--- config.mk ---
export PLATFORM = sky130hd
export DESIGN_NAME = mux2to1_arbiter
export DESIGN_NICKNAME = d
export VERILOG_FILES = /design/src/rtl/mux2to1_arbiter.sv
export SDC_FILE = /design/constraint.sdc
export NUM_CORES = 1
export LEC_CHECK = 0
export BUFFER_PORTS_ARGS = -buffer_cell sky130_fd_sc_hd__buf_2
export CAP_MARGIN = 20
export CORE_AREA = 2 2 39 41
export DETAILED_ROUTE_END_ITERATION = 10
export DIE_AREA = 0 0 41 43
export HOLD_SLACK_MARGIN = 0.08
export SKIP_CTS_REPAIR_TIMING = 1
export SYNTH_ARGS = -nofsm -noshare
export SYNTH_HDL_FRONTEND = slang
export SYNTH_SLANG_ARGS = --single-unit
--- constraint.sdc ---
create_clock -name clk -period 1.7 [get_ports clk]
set_clock_uncertainty 0.05 [all_clocks]
set_input_delay 0.34 -clock clk [delete_from_list [all_inputs] [get_ports clk]]
set_output_delay 0.34 -clock clk [all_outputs]
set_load 0.02 [all_outputs]
--- src/rtl/mux2to1_arbiter.sv ---
// Two-requester round-robin arbiter driving the registered select of a 2:1 data mux.
// Define MUX2TO1_ARB_TIMEOUT_EN to build the hold counter that forces hand-over after MAX_HOLD cycles.
module mux2to1_arbiter #(
    parameter int WIDTH    = 8,
    parameter int MAX_HOLD = 16
) (
    input  logic             clk,
    input  logic             rst_n,
    input  logic             req0,
    input  logic             req1,
    input  logic [WIDTH-1:0] w0,
    input  logic [WIDTH-1:0] w1,
    output logic             gnt0,
    output logic             gnt1,
    output logic             S,
    output logic [WIDTH-1:0] f
);

    typedef enum logic [1:0] {
        IDLE = 2'd0,
        OWN0 = 2'd1,
        OWN1 = 2'd2
    } state_t;

    state_t state_q, state_d;
    logic   last_q,  last_d;
    logic   gnt0_q,  gnt0_d;
    logic   gnt1_q,  gnt1_d;
    logic   s_q,     s_d;

`ifdef MUX2TO1_ARB_TIMEOUT_EN
    localparam logic [7:0] HOLD_LAST = 8'(MAX_HOLD - 1);

    logic [7:0] hold_q, hold_d;
    logic       hold_expired;

    assign hold_expired = (hold_q == HOLD_LAST);
`else
    logic hold_expired;

    assign hold_expired = 1'b0;
`endif

    always_comb begin
        state_d = state_q;
        case (state_q)
            IDLE: begin
                // On a tie the requester that did not own the mux last wins.
                if (req0 && req1)
                    state_d = last_q ? OWN0 : OWN1;
                else if (req0)
                    state_d = OWN0;
                else if (req1)
                    state_d = OWN1;
            end
            OWN0: begin
                if (!req0)
                    state_d = req1 ? OWN1 : IDLE;
                else if (req1 && hold_expired)
                    state_d = OWN1;
            end
            OWN1: begin
                if (!req1)
                    state_d = req0 ? OWN0 : IDLE;
                else if (req0 && hold_expired)
                    state_d = OWN0;
            end
            default: state_d = IDLE;
        endcase

        last_d = last_q;
        if (state_d == OWN0)
            last_d = 1'b0;
        else if (state_d == OWN1)
            last_d = 1'b1;

        gnt0_d = (state_d == OWN0);
        gnt1_d = (state_d == OWN1);

        // Select holds its last value while idle so the consumer sees a stable word.
        s_d = s_q;
        if (state_d == OWN0)
            s_d = 1'b0;
        else if (state_d == OWN1)
            s_d = 1'b1;
    end

`ifdef MUX2TO1_ARB_TIMEOUT_EN
    always_comb begin
        hold_d = 8'd0;
        if ((state_d == state_q) && (state_q != IDLE))
            hold_d = hold_expired ? hold_q : hold_q + 8'd1;
    end

    always_ff @(posedge clk or negedge rst_n) begin
        if (!rst_n)
            hold_q <= 8'd0;
        else
            hold_q <= hold_d;
    end
`endif

    always_ff @(posedge clk or negedge rst_n) begin
        if (!rst_n) begin
            state_q <= IDLE;
            last_q  <= 1'b1;
            gnt0_q  <= 1'b0;
            gnt1_q  <= 1'b0;
            s_q     <= 1'b0;
        end else begin
            state_q <= state_d;
            last_q  <= last_d;
            gnt0_q  <= gnt0_d;
            gnt1_q  <= gnt1_d;
            s_q     <= s_d;
        end
    end

    assign gnt0 = gnt0_q;
    assign gnt1 = gnt1_q;
    assign S    = s_q;

    genvar gi;
    generate
        for (gi = 0; gi < WIDTH; gi++) begin : g_f_bit
            assign f[gi] = s_q ? w1[gi] : w0[gi];
        end
    endgenerate

endmodule

==> key figures <==
Synthesis
  • Synth area leader: dfrtp_1
  • Most common cell in the netlist: mux2_4
  • Post-Syn Area: about 400 µm²
  • Flops & latches, synth: 6
  • Main area contributors after synthesis: dfrtp_1 (31%), mux2_4 (30%), ha_1 (9.3%), dfstp_2 (6.5%), buf_6 (2.8%)
  • Post-synth top cells: mux2_4 (8), dfrtp_1 (5), ha_1 (3)
  • Post-synthesis sequential area ratio: 0.377
  • Syn nets: 54
  • Synth cell types: 17
  • Primary FF master, synth: dfrtp_1
  • Area share of the largest cell type after synthesis: 0.312
  • Yosys warns: 0
  • Ys async rst share: 1.00
  • Number of flops mapped to enable cells by yosys: 0
  • Post-Syn Instances: 31
  • Mean post-synth cell area: about 13 µm²

Placed design
  • Placed cell area: 561 µm²
  • Number of buffers added on ports: 30
  • GPL Wtd Cong: 0.711
  • Post-DP HPWL: 774 µm

Floorplanning
  • Starting density of the core: 0.290
  • Core area: 0.00138 mm²
  • I/O pins: 31
  • Core Rows: 14
  • DIE AREA: about 0.0018 mm²
  • Die Y: about 43 µm
  • Chip Width: 41 µm

Worst hold path
  • Hold endpoint: state_q[0]
  • Min-delay src: req0
  • Hold Crit Depth: 2
  • HP Class: in2reg

GRT
  • Largest net degree at the start of global routing: 11
  • Met2 Use GR: 0.172
  • First-pass GRT wire length: between 1 and 1.5 mm
  • GRT Total Usage: 0.111
  • Total gr overflow: 0
  • Met1 usage in global routing: 0.0977
  • GRT busiest layer: met2
  • Initial antenna violation count: 0
  • Met3 Track Usage GR: 0.0838
  • Number of global-route vias before repair: 307

Clock tree
  • CTS tree: yes
  • Sink Count: 6
  • Clock Latency Late Sink: 0.24 ns
  • Clock Pin Slew Worst Setup and Hold Paths: 0.05 ns
  • Root buffer cell: clkbuf_4
  • CTS Buffer Depth: 2
  • CTS Buf Count: 3
  • Htree depth: 1

STA
  • Final setup viols: 0
  • Min cycle time layout: about 1.6 ns
  • Achievable Freq: 612 MHz
  • Final Cycle Share: 0.962
  • RSZ-0062 raised after global routing: no
  • Setup TNS: 0 ns
  • Slew margin rel.: 0.822
  • Hold Vio Cnt, Final: 0
  • Pin slew with the least headroom to its limit: 0.267 ns
  • Max-slew violations: 0

Worst setup path
  • RR Endpoint: last_q
  • Setup slack, reg-to-reg: 0.28 ns
  • Reg2Reg Depth: 4
  • CP Class: reg2out
  • Worst EP required: around 1.3 ns
  • Crit path max fanout: 10
  • Crit path arrival time: 1.24 ns
  • Crit end category: primary output
  • Critical R2R Launch: last_q
  • CP startpoint kind: flop

Detailed routing
  • First DRT Iteration DRCs: 4
  • Antenna viol nets, final: 0
  • DR WL/cell: 10.8 µm
  • Via density: 4.36
  • Vias: approximately 350
  • 1st-pass router iterations: 2
  • Drt drc: 0
  • WL final: 877 µm

Cells and area
  • Core Util, Final: 0.434
  • Ratio of cells with drive above 1 in the final layout: 0.677
  • Synth-to-layout area growth: 49.5%
  • Post-layout nets: 89
  • Cell area after layout: around 600 µm²
  • Diode count: 0

Power
  • Peak supply drop: between 0.6 and 0.7 mV
  • PwrDens: 1440 mW/mm²
  • Leakage power: 0.344 nW

Run
  • Max-cap viol count: 0

Run status
  • Status: finished clean
## critical path, stage by stage (launching register included)
cell and delay, ns:
dfrtp_2 0.52, mux2_4 0.33, buf_4 0.16
## through the flow
stage               worst slack (ns)  instances  total power (W)  hold WS (ns)
floorplan                      0.341         31         0.000619      -0.00559
global placement               0.197         76         0.000721         0.119
detailed placement             0.186         76         0.000724         0.125
CTS                          -0.0829         80         0.000873        -0.140
global route                0.000429         81         0.000943         0.335
finish                        0.0651         81         0.000866         0.340
## state kept, by name (all words and copies together) (netlist names)
| register | count |
|---|---|
| last_q | 1 |
| gnt1 | 1 |
| S | 1 |
| state_q | 2 |
| gnt0 | 1 |
## report_power, final
part / leakage, nW / switching (W) / internal (W) / total [W]
Combinational: 0.257 / 0.000212 / 0.000242 / 0.000454
Sequential: 0.0721 / 0.0000703 / 0.000198 / 0.000268
Clock: 0.0150 / 0.0000543 / 0.0000891 / 0.000143
Total: 0.344 / 0.000337 / 0.000529 / 0.000866
## cell type report
type / instances / area (µm²)
tap: 16 / 20.0
multi-input combinational: 23 / 235
inverter: 1 / 3.75
clock buffer: 4 / 26.3
fill: 132 / 783
timing repair buffer: 31 / 163
sequential: 6 / 153
## worst max-delay path by stage
| stage | start | to | slack [ns] |
|---|---|---|---|
| final | S | f[0] | 0.07 |
| after global routing | S | f[4] | 0.0004 |
| after detailed placement | S | f[0] | 0.19 |
| after CTS | S | f[0] | -0.08 |
| after global placement | S | f[0] | 0.20 |
| after floorplan | S | f[0] | 0.34 |
## routing by layer
layer / vias up / wire length, µm
met4: 0 / 17
met3: 2 / 122
met5: - / 0
li1: 176 / -
met1: 152 / 351
met2: 23 / 385
## layout by cell type (no fill, tap or decap), types with 2 or more instances in the layout
cell type	netlist	layout
buf_2	0	29
mux2_4	8	8
dfrtp_1	5	4
ha_1	3	3
clkbuf_4	0	3
o21ai_0	2	2
## cell families (layout without fill, tap and decap cells)
group | Yosys count | count (layout) | share of synthesized area
adders and majority gates | 3 | 3 | 0.0935
muxes | 9 | 9 | 0.324
and+or+nand+nor | 5 | 5 | 0.0685
DFF | 6 | 6 | 0.377
buffers and inverters | 2 | 36 | 0.0374
AOI/OAI and AO/OA | 6 | 6 | 0.0997
No activity file was read; power rests on OpenSTA's default activity.
